## config.mk

```make
export PLATFORM = sky130hd
export DESIGN_NAME = cla_4bit
export DESIGN_NICKNAME = d
export VERILOG_FILES = /design/src/rtl/arith_pkg.sv /design/src/rtl/cla_group_4.sv /design/src/rtl/cla_4bit.sv
export SDC_FILE = /design/constraint.sdc
export NUM_CORES = 1
export LEC_CHECK = 0
export CAP_MARGIN = 5
export CELL_PAD_IN_SITES_DETAIL_PLACEMENT = 2
export CELL_PAD_IN_SITES_GLOBAL_PLACEMENT = 2
export CORE_UTILIZATION = 24
export DETAILED_ROUTE_END_ITERATION = 6
export PLACE_DENSITY_LB_ADDON = 0.1
export SYNTH_ARGS = -nofsm -noshare
export SYNTH_HDL_FRONTEND = slang
export SYNTH_SLANG_ARGS = --single-unit
```

## constraint.sdc

```tcl
create_clock -name clk -period 1.2 [get_ports clk]
set_input_delay 0.24 -clock clk [delete_from_list [all_inputs] [get_ports clk]]
set_output_delay 0.24 -clock clk [all_outputs]
set_load 0.01 [all_outputs]
```

## src/rtl/arith_pkg.sv

```systemverilog
// arith_pkg: shared constants and helpers for the look-ahead adder family.
package arith_pkg;

    localparam int CLA_GROUP = 4;

    function automatic int num_groups(input int width);
        return width / CLA_GROUP;
    endfunction

endpackage

```

## src/rtl/cla_group_4.sv

```systemverilog
// cla_group_4: combinational 4-bit look-ahead unit with flat carry equations.
module cla_group_4 (
    input  logic [3:0] a,
    input  logic [3:0] b,
    input  logic       c_in,
    output logic [3:0] s,
    output logic       G,
    output logic       P
);

    logic [3:0] w_p;
    logic [3:0] w_g;
    logic [3:0] w_c;

    assign w_p = a ^ b;
    assign w_g = a & b;

    // Each carry is a two-level sum of products; no carry feeds another.
    assign w_c[0] = c_in;
    assign w_c[1] = w_g[0] | (w_p[0] & c_in);
    assign w_c[2] = w_g[1] | (w_p[1] & w_g[0]) | (w_p[1] & w_p[0] & c_in);
    assign w_c[3] = w_g[2] | (w_p[2] & w_g[1]) | (w_p[2] & w_p[1] & w_g[0])
                  | (w_p[2] & w_p[1] & w_p[0] & c_in);

    assign s = w_p ^ w_c;
    assign G = w_g[3] | (w_p[3] & w_g[2]) | (w_p[3] & w_p[2] & w_g[1])
             | (w_p[3] & w_p[2] & w_p[1] & w_g[0]);
    assign P = &w_p;

endmodule

```

## src/rtl/cla_4bit.sv

```systemverilog
// cla_4bit: registered carry-look-ahead adder built from 4-bit groups
// joined by a second-level look-ahead network.
module cla_4bit
    import arith_pkg::*;
#(
    parameter int WIDTH = 4
) (
    input  logic             clk,
    input  logic             rst_n,
    input  logic [WIDTH-1:0] a,
    input  logic [WIDTH-1:0] b,
    input  logic             cin,
    output logic [WIDTH-1:0] sum,
    output logic             cout,
    output logic             pg,
    output logic             gg
);

    localparam int NG = num_groups(WIDTH);

    logic [NG-1:0]    w_g;
    logic [NG-1:0]    w_p;
    logic [NG:0]      w_gc;
    logic [WIDTH-1:0] w_sum;
    logic             w_gg;
    logic             w_gen;
    logic             w_span;

    logic [WIDTH-1:0] r_sum;
    logic             r_cout;
    logic             r_pg;
    logic             r_gg;

    for (genvar j = 0; j < NG; j++) begin : g_grp
        cla_group_4 u_grp (
            .a    (a[4*j +: 4]),
            .b    (b[4*j +: 4]),
            .c_in (w_gc[j]),
            .s    (w_sum[4*j +: 4]),
            .G    (w_g[j]),
            .P    (w_p[j])
        );
    end

    // Group carries: w_gen is the cin-independent part, so the top one is gg.
    always_comb begin
        w_gc    = '0;
        w_gc[0] = cin;
        w_gg    = 1'b0;
        w_gen   = 1'b0;
        w_span  = 1'b0;
        for (int j = 0; j < NG; j++) begin
            w_gen = w_g[j];
            for (int k = 0; k < j; k++) begin
                w_span = w_g[k];
                for (int m = k + 1; m <= j; m++) w_span = w_span & w_p[m];
                w_gen = w_gen | w_span;
            end
            w_span = cin;
            for (int m = 0; m <= j; m++) w_span = w_span & w_p[m];
            w_gc[j+1] = w_gen | w_span;
            w_gg      = w_gen;
        end
    end

    always_ff @(posedge clk or negedge rst_n) begin
        if (!rst_n) begin
            r_sum  <= '0;
            r_cout <= 1'b0;
            r_pg   <= 1'b0;
            r_gg   <= 1'b0;
        end else begin
            r_sum  <= w_sum;
            r_cout <= w_gc[NG];
            r_pg   <= &w_p;
            r_gg   <= w_gg;
        end
    end

    assign sum  = r_sum;
    assign cout = r_cout;
    assign pg   = r_pg;
    assign gg   = r_gg;

endmodule

```

==> out/qor.csv, run 1 <==
metric,value,unit
worstSetupStartpointType,primary input,
numCtsBuffers,3,
tightestPinTransition,0.303,ns
dieHeight,41.2,um
hold_class,primary input to async pin,
grt_pass1_wl,1.38,mm
initial_utilization,0.270,
ant_nets,0,
rsz0062_at_grt,no,
finalCritPeriodShare,0.944,
yosys.area.top_type_share,0.475,
cts.path.max_buffers,2,
final_common_cell,dlygate4sd2_1,
hpwl,754,um
max_freq,882,MHz
maxCapViolations,0,
seqCellArea,175,sq um
num_rows,13,
power_density,1120,mW/mm^2
wl_per_cell,13.5,um
cts-root-buf,clkbuf_4,
cp_cell_sequence,"clkdlybuf4s50_1, ha_1, and4_2",
drv_slew,0,
wirelength,919,um
fin_tns_setup,0,ns
cpPeakStageDelay,0.42,ns
syn_area_per_cell,12.7,sq um
path_clk_slew,0.05,ns
yosysTopAreaCell,dfrtp_1,
vias,306,
relSlewSlack,0.797,
cts_setup_buffers,0,
dieArea,0.00170,sq mm
cts_tree,yes,
grt_max_degree,8,
criticalPathCategory,primary input to flop,
ys_seq_area_frac,0.475,
synthCells,29,
synthesis.area,369,sq um
crit_path_max_fanout,4,
multiInputGateArea,216,sq um
cp_data_arrival_time,1.27,ns
drtIter0Drc,0,
timing.critical_path.from,a[3],
worst_slack,0.0668,ns
ys_seq_elements,7,
antenna_cells,0,
cp_top_family,buffers and inverters,
h-tree-depth,1,
grt_pass1_vias,321,
drive_above_1_share,0.264,
drcViolationCount,0,
fillers,147,
critPathRequiredTime,1.33,ns
overflow,0,
leakagePower,0.322,nW
core_region_area,0.00137,sq mm
yosys_warnings,0,
post-route-min-period,1.13,ns
cts_sinks,7,
ioPinCount,18,
post_dp_cell_area,581,sq um
area_growth,71.9,%
status,"finished, final reports clean",
nets,70,
antenna_found_initial,0,
setup_viol,0,
end_kind,flop,
grt.total_usage,0.132,
dr.pass1.iters,1,
synth.net_count,45,
pre_cts_slack,-0.405,ns
finalPower,711,uW
ir_worst_vdd,350,uV
gp_congestion,0.638,
final_cell_area,634,sq um
yosys-top-cells-area,"dfrtp_1 (47%), ha_1 (14%), a21o_1 (6.1%)",
cpMaxStageDelayCell,clkdlybuf4s50_1,
die_w,41.2,um
vias_per_cell,4.50,
ys_types,13,
port_buffers,17,
finalHoldViolCount,0,
most-common-layout-cells,"dlygate4sd2_1 (13), dfrtp_1 (7), inv_1 (5)",
cp_num_buf_inv,1,
layer usage:
layer | GRT usage | share of wire
met5 | 0 | 0
met4 | 0.0726 | 0
met3 | 0.0163 | 0.065
met2 | 0.273 | 0.55
met1 | 0.118 | 0.39
layout make-up:
class,count,area share
tap,15,0.0296
inverter,5,0.0296
sequential,7,0.276
multi-input combinational,17,0.341
timing repair buffer,20,0.282
clock buffer,4,0.0414
registers in the layout (all words and copies together) (netlist names):
register	flops
sum	4
cout	1
gg	1
pg	1
cell usage after synthesis:
library cell  count
ha_1              4
xnor2_1           2
a21oi_2           1
a21o_1            3
inv_1             5
xor2_1            1
a21oi_1           1
o21bai_1          1
dfrtp_1           7
fa_1              1
o21ai_2           1
and4_2            1
a41oi_2           1
metrics by stage:
stage	util	hold WS, ns	std cells
finish	0.464	0.245	68
global route	0.464	0.268	68
CTS	0.462	0.252	68
detailed placement	0.425	0.514	64
global placement	0.425	0.504	64
floorplan	-	-0.0556	29
how the worst max path moves through the flow:
stage	to	cells past startpoint
finish	pg$_DFF_PN0_	3
global route	pg	1
CTS	sum[0]$_DFF_PN0_	4
detailed placement	cout$_DFF_PN0_	5
global placement	cout$_DFF_PN0_	5
floorplan	cout$_DFF_PN0_	4
cell families after synthesis:
group | Yosys count | synth area share
AO/OA/AOI/OAI | 8 | 0.186
XOR/XNOR | 3 | 0.0712
adder cells (fa/ha/maj) | 5 | 0.190
buffers and inverters | 5 | 0.0509
flip-flops | 7 | 0.475
AND/OR/NAND/NOR | 1 | 0.0271
what timing repair did:
action / CTS / global route
resized for setup: 17 / 1
hold buffers: 0 / 0
endpoints found under the setup margin: 14 / 1
pin swaps: 2 / 0
gates cloned: 0 / 0
where the power goes:
group	switching (mW)	internal, mW	leakage (nW)
sequential	0.00716	0.271	0.0847
combinational	0.103	0.122	0.222
clock	0.0823	0.127	0.0150
(Power assumes the default switching activity.)
==> inputs of run 2 (changes only) <==
CTS_CLUSTER_DIAMETER = 40   (was unset)
==> results of run 2 <==
Final layout, timing and power as in run 1 (identical DEF).
==> inputs of run 3 (changes only) <==
CELL_PAD_IN_SITES_DETAIL_PLACEMENT = 1   (was 2)
CTS_CLUSTER_DIAMETER = 150   (was 40)
TNS_END_PERCENT = 1   (was unset)
==> out/qor.csv, run 3 (synthesis gave the netlist of run 1 again) <==
metric,value,unit,change
setup_viol,0,,unchanged
swShare,0.265,,was 0.270
end_kind,primary output,,was flop
status,"finished, final reports clean",,unchanged
initial_utilization,0.270,,unchanged
holdBufCountCts,0,,unchanged
clock_power_share,0.289,,was 0.294
cpPeakStageDelay,0.36,ns,was 0.42 ns
die_w,41.2,um,unchanged
worstSetupStartpointType,flop,,was primary input
cts_tree,yes,,unchanged
finalPower,711,uW,about the same
cts-root-buf,clkbuf_4,,unchanged
tightestPinTransition,0.309,ns,was 0.303 ns
rsz0062_at_grt,no,,unchanged
finalCritPeriodShare,0.929,,was 0.944
vias,298,,was 306
nets,70,,unchanged
core_region_area,0.00137,sq mm,unchanged
num_rows,13,,unchanged
power_switching,188,uW,was 192 uW
grt_pass1_wl,1.16,mm,was 1.38 mm
drive_above_1_share,0.283,,was 0.264
gp_congestion,0.638,,unchanged
crit_path_max_fanout,1,,was 4
drcViolationCount,0,,unchanged
cts_setup_buffers,0,,unchanged
h-tree-depth,1,,unchanged
max_freq,897,MHz,was 882 MHz
antenna_found_initial,0,,unchanged
port_buffers,17,,unchanged
hpwl,639,um,was 754 um
hold_class,primary input to async pin,,unchanged
maxCapViolations,0,,unchanged
cts_sinks,7,,unchanged
ioPinCount,18,,unchanged
dieHeight,41.2,um,unchanged
drv_slew,0,,unchanged
internal_power,523,uW,was 519 uW
largest_reg_flops,4,,unchanged
cpMaxStageDelayCell,dfrtp_1,,was clkdlybuf4s50_1
most-common-layout-cells,"dlygate4sd2_1 (12), dfrtp_1 (7), inv_1 (5)",,"was dlygate4sd2_1 (13), dfrtp_1 (7), inv_1 (5)"
overflow,0,,unchanged
cp_top_family,flip-flops,,was buffers and inverters
criticalPathCategory,flop to primary output,,was primary input to flop
numCtsBuffers,3,,unchanged
path_clk_slew,0.05,ns,about the same
wl_per_cell,11.7,um,was 13.5 um
ant_nets,0,,unchanged
cp_data_arrival_time,0.87,ns,was 1.27 ns
antenna_cells,0,,unchanged
dieArea,0.00170,sq mm,unchanged
ir_worst_vdd,390,uV,was 350 uV
drtIter0Drc,0,,unchanged
vias_per_cell,4.38,,was 4.50
dr.pass1.iters,1,,unchanged
wirelength,795,um,was 919 um
p_seq_frac,0.390,,was 0.391
critPathRequiredTime,0.96,ns,was 1.33 ns
cts.path.max_buffers,2,,unchanged
finalHoldViolCount,0,,unchanged
final_common_cell,dlygate4sd2_1,,unchanged
grt.total_usage,0.104,,was 0.132
grt_pass1_vias,289,,was 321
fin_tns_setup,0,ns,unchanged
cp_num_buf_inv,1,,unchanged
leakagePower,0.331,nW,was 0.322 nW
relSlewSlack,0.793,,was 0.797
cp_cell_sequence,dlygate4sd2_1,,"was clkdlybuf4s50_1, ha_1, and4_2"
area_growth,75.6,%,was 71.9%
grt_max_degree,8,,unchanged
post-route-min-period,1.11,ns,was 1.13 ns
power_density,1100,mW/mm^2,was 1120 mW/mm^2
share_comb_of_total_power,0.321,,was 0.315
[run 3: final timing paths]
| check | from | endpoint | slack, ns | cells past startpoint |
|---|---|---|---|---|
| worst max-delay path | sum[2]$_DFF_PN0_ | sum[2] | 0.09 | 1 |
| worst min-delay path | rst_n | sum[1]$_DFF_PN0_ | 0.25 | 1 |
| max in group asynchronous | rst_n | pg$_DFF_PN0_ | 0.71 | 1 |
| min in group clk | cin | sum[0]$_DFF_PN0_ | 0.48 | 4 |
[run 3: timing repair]
| action | 4_1_cts | 5_1_grt |
|---|---|---|
| pin swaps | 1 | 0 |
| gates resized for setup | 17 | 3 |
| setup endpoints to repair | 14 | 6 |
[run 3: stage by stage]
step	worst slack (ns)	hold WS, ns	utilization	std cells	cell area (sq um)
global route	0.0393	0.272	0.474	68	648
global placement	-0.384	0.504	0.425	64	581
finish	0.0851	0.251	0.474	68	648
CTS	-0.116	0.263	0.462	68	631
floorplan	0.0434	-0.0556	-	29	369
detailed placement	-0.427	0.522	0.425	64	581
[run 3: layout make-up]
cell class | instances | area [sq um]
clock buffers | 4 | 26.3
fillers | 158 | 718
inverters | 5 | 18.8
multi-input cells | 17 | 226
flip-flops and latches | 7 | 175
well taps | 15 | 18.8
repair buffers | 20 | 183
[run 3: per-layer routing]
metal | global-route usage | wire length, um | vias to the layer above
li1 | - | - | 146
met1 | 0.102 | 304 | 138
met2 | 0.207 | 427 | 14
met3 | 0.0163 | 63 | 0
met4 | 0.0484 | 0 | 0
met5 | 0 | 0 | -
[run 3: power groups by stage]
stage	logic, mW	registers (mW)	clock network [mW]
floorplan	0.0787	0.304	0
global placement	0.231	0.283	0
detailed placement	0.235	0.284	0
CTS	0.226	0.278	0.210
global route	0.254	0.281	0.228
finish	0.228	0.278	0.206
